File: src/rtl/clint_dbus_responder.sv
// CLINT responder on the data bus: msip, mtimecmp and mtime with timer/software interrupts.
// Optional feature macro: CLINT_MTIME_WRITE_EN (mtime writable from the bus).

typedef struct packed {
    logic        valid;
    logic [63:0] addr;
    logic [2:0]  size;
    logic [7:0]  strobe;
    logic [63:0] data;
} dbus_req_t;

typedef struct packed {
    logic        addr_ok;
    logic        data_ok;
    logic [63:0] data;
} dbus_resp_t;

module clint_dbus_responder #(
    parameter logic [63:0] BASE     = 64'h0200_0000,
    parameter int unsigned PRESCALE = 1
) (
    input  logic       clk,
    input  logic       reset,
    input  dbus_req_t  dreq,
    output dbus_resp_t dresp,
    output logic       sel,
    output logic       trint,
    output logic       swint
);

    localparam int unsigned   PW   = (PRESCALE > 1) ? $clog2(PRESCALE) : 1;
    localparam logic [PW-1:0] PMAX = PW'(PRESCALE - 1);

    typedef enum logic {IDLE, RESP} state_t;
    state_t state, state_next;

    logic [63:0]   offset;
    logic [63:0]   rdata;
    logic [63:0]   resp_data;
    logic [63:0]   mtime;
    logic [63:0]   mtimecmp;
    logic          msip;
    logic [PW-1:0] prescnt;
    logic          tick;
    logic          accept;
    logic          wr;
    logic          hit_msip;
    logic          hit_cmp;
    logic          hit_mtime;
    logic          mtime_wr;
    logic          unused_bits;

    function automatic logic [63:0] merge(input logic [63:0] old, input logic [63:0] wdata,
                                          input logic [7:0] strb);
        logic [63:0] m;
        m = old;
        for (int unsigned i = 0; i < 8; i++) begin
            if (strb[i]) m[i*8 +: 8] = wdata[i*8 +: 8];
        end
        return m;
    endfunction

    assign offset      = dreq.addr - BASE;
    assign sel         = dreq.valid && (dreq.addr >= BASE) && (offset[63:16] == '0);
    assign hit_msip    = (offset[15:3] == 13'h0000);
    assign hit_cmp     = (offset[15:3] == 13'h0800);
    assign hit_mtime   = (offset[15:3] == 13'h17FF);
    assign accept      = (state == IDLE) && sel;
    assign wr          = accept && (dreq.strobe != '0);
    assign tick        = (prescnt == PMAX);
    assign unused_bits = ^{dreq.size, offset[2:0]};

`ifdef CLINT_MTIME_WRITE_EN
    assign mtime_wr = wr && hit_mtime;
`else
    assign mtime_wr = 1'b0;
`endif

    always_comb begin
        rdata = '0;
        if (hit_msip)       rdata = {63'b0, msip};
        else if (hit_cmp)   rdata = mtimecmp;
        else if (hit_mtime) rdata = mtime;
    end

    always_ff @(posedge clk or posedge reset) begin
        if (reset) state <= IDLE;
        else       state <= state_next;
    end

    // A request still held during RESP is not re-served: RESP always returns to IDLE.
    always_comb begin
        state_next = state;
        case (state)
            IDLE: if (sel) state_next = RESP;
            RESP: state_next = IDLE;
            default: state_next = IDLE;
        endcase
    end

    always_comb begin
        dresp = '0;
        if (state == RESP) begin
            dresp.addr_ok = 1'b1;
            dresp.data_ok = 1'b1;
            dresp.data    = resp_data;
        end
    end

    always_ff @(posedge clk or posedge reset) begin
        if (reset) begin
            resp_data <= '0;
            msip      <= 1'b0;
            mtimecmp  <= '1;
            trint     <= 1'b0;
            swint     <= 1'b0;
        end else begin
            if (accept) resp_data <= rdata;
            if (wr && hit_msip && dreq.strobe[0]) msip <= dreq.data[0];
            if (wr && hit_cmp) mtimecmp <= merge(mtimecmp, dreq.data, dreq.strobe);
            trint <= (mtime >= mtimecmp);
            swint <= msip;
        end
    end

    // A bus write to mtime overrides the tick in the same cycle and restarts the prescaler.
    always_ff @(posedge clk or posedge reset) begin
        if (reset) begin
            prescnt <= '0;
            mtime   <= '0;
        end else if (mtime_wr) begin
            prescnt <= '0;
            mtime   <= merge(mtime, dreq.data, dreq.strobe);
        end else begin
            prescnt <= tick ? '0 : prescnt + 1'b1;
            if (tick) mtime <= mtime + 64'd1;
        end
    end

endmodule

File: config.mk
export PLATFORM = sky130hd
export DESIGN_NAME = clint_dbus_responder
export DESIGN_NICKNAME = d
export VERILOG_FILES = /design/src/rtl/clint_dbus_responder.sv
export SDC_FILE = /design/constraint.sdc
export NUM_CORES = 1
export LEC_CHECK = 0
export CORE_UTILIZATION = 25
export DETAILED_ROUTE_END_ITERATION = 12
export HOLD_SLACK_MARGIN = 0.03
export MAX_ROUTING_LAYER = met4
export PLACE_DENSITY = 0.53
export SLEW_MARGIN = 20
export SYNTH_ARGS = -nofsm -noshare
export SYNTH_HDL_FRONTEND = slang
export SYNTH_SLANG_ARGS = --single-unit
export TNS_END_PERCENT = 20
File: constraint.sdc
create_clock -name clk -period 14.78 [get_ports clk]
set_input_delay 2.956 -clock clk [delete_from_list [all_inputs] [get_ports clk]]
set_output_delay 2.956 -clock clk [all_outputs]
set_load 0.005 [all_outputs]
==> impl_metrics.py, run 1 <==
metrics = {
    "global_routing": {
        "antenna_found_initial": 7,
        "grt_max_degree": 68,
        "grt_pass1_vias": 8579,
        "grt_pass1_wl_um": 48540,
        "track_usage_pct": 13.77,
        "overflow": 0,
    },
    "cts": {
        "clk_latency_ps": 450,
        "cts_hold_buf": 0,
        "path_clk_slew_ps": 80,
        "cts_resized": 0,
        "cts_inserted_buffers": 17,
        "cts_max_path_buffers": 2,
        "cts_tree": "built",
        "cts_sinks": 196,
        "cts_setup_buffers": 0,
        "htreeDepth": 4,
        "cts_root_buffer": "clkbuf_16",
    },
    "sta": {
        "post-route-min-period_ps": 9276,
        "timing.hold.ws_ps": 428.1,
        "skew_ps": 13.27,
        "tightest_slew_ps": 989.4,
        "maxSlewViolCount": 0,
        "setup_viol": 0,
        "fin_ws_ps": 5504,
        "fmaxAchievable_ghz": 0.1078,
        "period_share_pct": 62.76,
        "final.setup.tns_ps": 0,
        "hold_violations": 0,
        "slew_headroom_pct": 33.68,
        "grt_setup_unrepaired": "false",
    },
    "detailed_routing": {
        "wl_per_cell_um": 16.83,
        "ant_nets": 0,
        "viasPerCell": 4.538,
        "wl_um": 30710,
        "dr.first_iter.drc_count": 390,
        "vias": 8282,
        "dr.pass1.iters": 5,
        "drc": 0,
    },
    "synth": {
        "synth-main-ff-cell": "dfrtp_1",
        "synth_cells": 1011,
        "yosysSeqAreaShare_pct": 43.58,
        "synthAdderAreaFrac_pct": 7.219,
        "synth_area_sq_um": 11440,
        "syn_nets": 1219,
        "synth_top_family_by_area": "simple AND/OR/NAND/NOR gates",
        "synthMuxAreaShare_pct": 14.85,
        "synth_edf_count": 0,
        "avgSynthCellArea_sq_um": 11.31,
        "synth_compound_area_share_pct": 9.134,
        "synth-simple-area-share_pct": 15.47,
        "synth_seq_cells": 196,
        "synthDistinctLibCells": 53,
        "synthXorXnorAreaFrac_pct": 5.207,
        "ys_async_sr_fraction_pct": 100.0,
        "yosys_warnings": 0,
    },
    "final_layout": {
        "layout-drive-gt1-share_pct": 20.69,
        "syn_to_final_growth_pct": 27.82,
        "num-nets-final": 1413,
        "postLayoutCoreUtil_pct": 32.29,
    },
    "power_and_ir_drop": {
        "switching_share_pct": 23.75,
        "total_power_mw": 1.058,
        "seq_power_share_pct": 50.7,
        "switchingPower_mw": 0.2514,
        "pwr-share-clk_pct": 43.6,
        "powerDensity_nw_per_um2": 72.39,
        "ir_worst_vdd_mv": 0.06634,
        "internal-power_mw": 0.8070,
        "p_leak_nw": 6.323,
        "comb_power_share_pct": 5.7,
    },
    "setup_path": {
        "cpMaxStageDelayCell": "nor4_1",
        "max_stage_delay_ps": 710,
        "required_ps": 11820,
        "crit_path_max_fanout": 11,
        "reg2reg_from": "state$_DFF_PP0_",
        "path_cells": "clkdlybuf4s50_1 > nor4_1 > or4b_4 > nor3_1 > a2bb2oi_1 > o21ai_0 > nand3_1 > nor3b_1 > clkdlybuf4s50_1",
        "cp-end-kind": "output pin",
        "startpoint_type": "primary input",
        "reg2regPathDepth": 4,
        "reg2reg_to": "resp_data[61]$_DFFE_PP0P_",
        "cp-startpoint": "dreq[105]",
        "crit_type": "in2out",
        "r2r_slack_ps": 11680,
        "cp.arrival_ps": 6320,
        "crit_path_end": "sel",
        "cp_common_cell": "clkdlybuf4s50_1",
    },
    "die": {
        "die_area_sq_um": 46610,
        "ios": 211,
        "coreArea_sq_um": 45280,
        "std_cell_rows": 78,
        "dieWidth_um": 215.9,
        "fp.dieH_um": 215.9,
        "start_util_pct": 25.26,
    },
    "run_status": {
        "outcome": "finished clean",
    },
    "placement": {
        "gp_congestion": 0.7763,
        "hpwl_um": 22200,
        "numPortBuffers": 204,
        "post-place-ws_ps": 5502,
    },
    "min_path": {
        "hold_class": "reg2reg",
        "holdPathStages": 0,
    },
    "run": {
        "drv_cap": 0,
    },
}
[cell usage after synthesis, types with 2 or more instances]
| library cell | number | area (sq um) |
|---|---|---|
| a22o_1 | 65 | 569.3 |
| o21ai_0 | 12 | 60.06 |
| or4_1 | 3 | 22.52 |
| dfstp_2 | 64 | 1682 |
| nand4_1 | 32 | 200.2 |
| nand4b_1 | 2 | 17.52 |
| clkbuf_1 | 24 | 90.09 |
| a211o_1 | 4 | 35.03 |
| and2_1 | 67 | 419.2 |
| nor3b_1 | 3 | 22.52 |
| inv_1 | 71 | 266.5 |
| and4_1 | 9 | 78.83 |
| dfrtp_1 | 132 | 3303 |
| o211ai_1 | 2 | 15.01 |
| buf_12 | 6 | 120.1 |
| mux2_2 | 70 | 788.3 |
| nor2_1 | 34 | 127.6 |
| a21oi_1 | 22 | 110.1 |
| a31o_2 | 2 | 17.52 |
| ha_1 | 66 | 825.8 |
| and3_1 | 17 | 106.4 |
| nand2_1 | 40 | 150.1 |
| nand3b_1 | 10 | 75.07 |
| or3_1 | 3 | 18.77 |
| xor2_1 | 17 | 148.9 |
| a211oi_1 | 3 | 22.52 |
| nor2b_1 | 2 | 12.51 |
| o31ai_1 | 2 | 15.01 |
| nor3_2 | 8 | 80.08 |
| mux2_4 | 60 | 900.9 |
| nor4_1 | 20 | 125.1 |
| nand3_1 | 35 | 175.2 |
| xnor2_1 | 51 | 446.7 |
| nand2b_1 | 3 | 18.77 |
| buf_6 | 2 | 22.52 |
| nor3_1 | 13 | 65.06 |
| a21o_1 | 18 | 135.1 |
| buf_4 | 2 | 15.01 |
[per-stage QoR]
stage	cells	instance area (sq um)
floorplan	1011	11440
global placement	1786	14040
detailed placement	1786	14040
CTS	1818	14600
global route	1825	14620
finish	1825	14620
[routing by layer]
metal	vias to the layer above	wire, um	global-route usage, %
li1	4042	-	-
met1	4064	14760	17.86
met2	156	14380	21.86
met3	20	1268	3.044
met4	0	299	2.981
met5	-	0	-
[power by group through the flow]
stage	Sequential, mW	Combinational [mW]	Clock (mW)
CTS	0.537	0.0611	0.478
finish	0.537	0.0602	0.461
floorplan	0.547	0.0140	0
global route	0.537	0.0653	0.499
detailed placement	0.547	0.0608	0
global placement	0.547	0.0603	0
[registers in the layout, summed over array words and instances, names as in the netlist]
register   count
mtime         64
mtimecmp      64
trint          1
msip           1
state          1
resp_data     64
swint          1
[worst min path at each step]
stage | from | slack (ps) | to
after floorplan | msip$_DFFE_PP0P_ | 370 | swint$_DFF_PP0_
after global placement | msip$_DFFE_PP0P_ | 430 | swint$_DFF_PP0_
after detailed placement | msip$_DFFE_PP0P_ | 420 | swint$_DFF_PP0_
after CTS | msip$_DFFE_PP0P_ | 420 | swint$_DFF_PP0_
after global routing | msip$_DFFE_PP0P_ | 450 | swint$_DFF_PP0_
final | msip$_DFFE_PP0P_ | 430 | swint$_DFF_PP0_
[worst max-delay path: cells and delay by family]
| kind | cells | cell delay, ps |
|---|---|---|
| and+or+nand+nor | 5 | 1970 |
| buffers and inverters | 2 | 970 |
| AOI/OAI and AO/OA | 2 | 430 |
[area by class of cell]
| type | instances | area [sq um] |
|---|---|---|
| fill | 4644 | 30660 |
| timing repair buffer | 210 | 2087 |
| tap | 600 | 750.7 |
| multi-input combinational | 709 | 5947 |
| inverter | 71 | 274.0 |
| antenna | 7 | 17.52 |
| clock buffer | 18 | 429.2 |
| sequential | 196 | 4986 |
| clock inverter | 14 | 128.9 |
[layout by cell type (no fill, tap or decap), drive strengths merged, types with 41 or more instances in the layout]
cell type,instances
dfstp,64
a22o,65
ha,66
clkdlybuf4s50,204
and2,67
inv,75
mux2,130
xnor2,51
dfrtp,132
nand2,41
[kinds of logic (layout without fill, tap and decap cells)]
logic type | count (synthesis) | in the layout
AND/OR/NAND/NOR | 307 | 307
flip-flops | 196 | 196
AO/OA/AOI/OAI | 137 | 137
multiplexers | 131 | 131
buffers and inverters | 106 | 313
XOR/XNOR | 68 | 68
adder cells (fa/ha/maj) | 66 | 66
other | 0 | 7
No activity file was read; power rests on OpenSTA's default activity.
==> run 2, diff against run 1 <==
PLACE_DENSITY = 0.55   (was 0.53)
clock period = 7.4 ns   (was 14.78 ns; I/O delays follow)
==> impl_metrics.py, run 2 (same netlist as run 1, synthesis figures left out) <==
metrics = {
    "setup_path": {
        "cp.arrival_ps": 4820,
        "path_cells": "clkdlybuf4s50_1 > nor4_1 > or4b_4 > nor3_1 > a2bb2oi_1 > o21ai_0 > nand3_1 > nor3b_1 > clkdlybuf4s50_1",
        "startpoint_type": "primary input",
        "cp_common_cell": "clkdlybuf4s50_1",
        "crit_path_max_fanout": 11,
        "crit_family": "simple AND/OR/NAND/NOR gates",
        "cp-end-kind": "output pin",
        "crit_type": "in2out",
        "required_ps": 5920,
        "max_stage_delay_ps": 730,
        "crit_buf_inv": 2,
        "cpMaxStageDelayCell": "nor4_1",
    },
    "min_path": {
        "hold_class": "reg2reg",
    },
    "global_routing": {
        "overflow": 0,
        "antenna_found_initial": 7,
        "grt_max_degree": 110,
        "track_usage_pct": 13.68,
        "grt_pass1_vias": 8714,
        "grt_pass1_wl_um": 48420,
    },
    "detailed_routing": {
        "dr.first_iter.drc_count": 476,
        "viasPerCell": 4.575,
        "ant_nets": 0,
        "dr.pass1.iters": 10,
        "wl_per_cell_um": 16.54,
        "wl_um": 30180,
        "drc": 1,
        "vias": 8345,
    },
    "run": {
        "drv_cap": 0,
    },
    "final_layout": {
        "finalInstanceArea_sq_um": 14650,
        "postLayoutCoreUtil_pct": 32.36,
        "layout_common_cells": "clkdlybuf4s50_1 (204), dfrtp_1 (131), inv_1 (70), mux2_2 (70)",
        "fillers": 4645,
        "num-nets-final": 1413,
        "mostFrequentLayoutCell": "clkdlybuf4s50_1",
        "largestRegisters": "mtime: 64 flops, mtimecmp: 64 flops, resp_data: 64 flops",
        "layout.cells.non_filler": 1824,
        "layout-drive-gt1-share_pct": 20.36,
        "syn_to_final_growth_pct": 28.10,
    },
    "sta": {
        "period_share_pct": 85.18,
        "skew_ps": 15.91,
        "hold_violations": 0,
        "setup_viol": 0,
        "grt_setup_unrepaired": "false",
        "post-route-min-period_ps": 6303,
        "slew_headroom_pct": 32.67,
        "maxSlewViolCount": 0,
        "fmaxAchievable_ghz": 0.1587,
        "tightest_slew_ps": 1010,
        "final.setup.tns_ps": 0,
    },
    "cts": {
        "cts_max_path_buffers": 2,
        "cts_sinks": 196,
        "cts_hold_buf": 0,
        "htreeDepth": 4,
        "cts_setup_buffers": 0,
        "clk_latency_ps": 460,
        "cts_root_buffer": "clkbuf_16",
        "cts_inserted_buffers": 17,
        "cts_resized": 0,
        "path_clk_slew_ps": 70,
        "cts_tree": "built",
    },
    "power_and_ir_drop": {
        "p_leak_nw": 6.342,
        "powerDensity_nw_per_um2": 145.3,
        "ir_worst_vdd_mv": 0.1143,
        "total_power_mw": 2.129,
    },
    "die": {
        "die_area_sq_um": 46610,
        "std_cell_rows": 78,
        "start_util_pct": 25.26,
        "dieWidth_um": 215.9,
        "coreArea_sq_um": 45280,
        "fp.dieH_um": 215.9,
        "ios": 211,
    },
    "placement": {
        "numPortBuffers": 204,
        "hpwl_um": 22170,
        "placed_area_sq_um": 14070,
        "gp_congestion": 0.7921,
        "place_inst": 1786,
    },
    "run_status": {
        "outcome": "finished with violations",
        "failed_checks": "design-rule violations",
    },
}
run 2: cell types whose count changed in the layout (fill, tap and decap cells not counted), sizes merged:
cell,before,now
bufinv,1,2
diode,7,6
clkbuf,18,22
clkinv,5,4
clkinvlp,4,1
inv,75,74
run 2: path summary, 6_finish.rpt:
kind / slack (ps) / endpoint / from / depth (start not counted)
setup / recovery: 1100 / sel / dreq[105] / 9
hold / removal: 460 / swint$_DFF_PP0_ / msip$_DFFE_PP0P_ / 0
setup reg to reg: 4400 / mtime[61]$_DFF_PP0_ / mtime[2]$_DFF_PP0_ / 8
hold reg to reg: 460 / swint$_DFF_PP0_ / msip$_DFFE_PP0P_ / 0
max in group asynchronous: 4880 / mtime[13]$_DFF_PP0_ / reset / 3
min in group asynchronous: 1480 / resp_data[47]$_DFFE_PP0P_ / reset / 2
run 2: layout make-up:
type	count	area, sq um	area share [%]
Clock buffer	22	444.2	3.031
Sequential cell	196	4986	34.03
Inverter	71	274.0	1.870
Multi-Input combinational cell	709	5947	40.59
Antenna cell	6	15.01	0.1025
Clock inverter	10	123.9	0.8454
Tap cell	600	750.7	5.123
Timing Repair Buffer	210	2112	14.41
run 2: where the power goes:
group | total (mW) | internal, mW | switching [mW] | leakage, nW
sequential | 1.07 | 1.07 | 0.0000000000000000214 | 2.48
clock | 0.937 | 0.503 | 0.434 | 0.275
combinational | 0.120 | 0.0712 | 0.0485 | 3.58
total | 2.13 | 1.65 | 0.483 | 6.34
run 2: stage by stage:
stage	hold WS (ps)	setup slack [ps]
5_1_grt	457.2	798.2
3_3_place_gp	425.5	1184
6_report	462.5	1097
3_5_place_dp	426.6	1047
2_1_floorplan	366.6	685.3
4_1_cts	445.1	1038
run 2: routing by layer:
layer / wire, um / track usage, % / vias up / share of wire, %
met5: 0 / - / - / 0
met4: 375 / 3.638 / 0 / 1.2
met3: 1273 / 3.002 / 26 / 4.2
met2: 14270 / 21.91 / 170 / 47
met1: 14260 / 17.35 / 4111 / 47
li1: - / - / 4038 / -
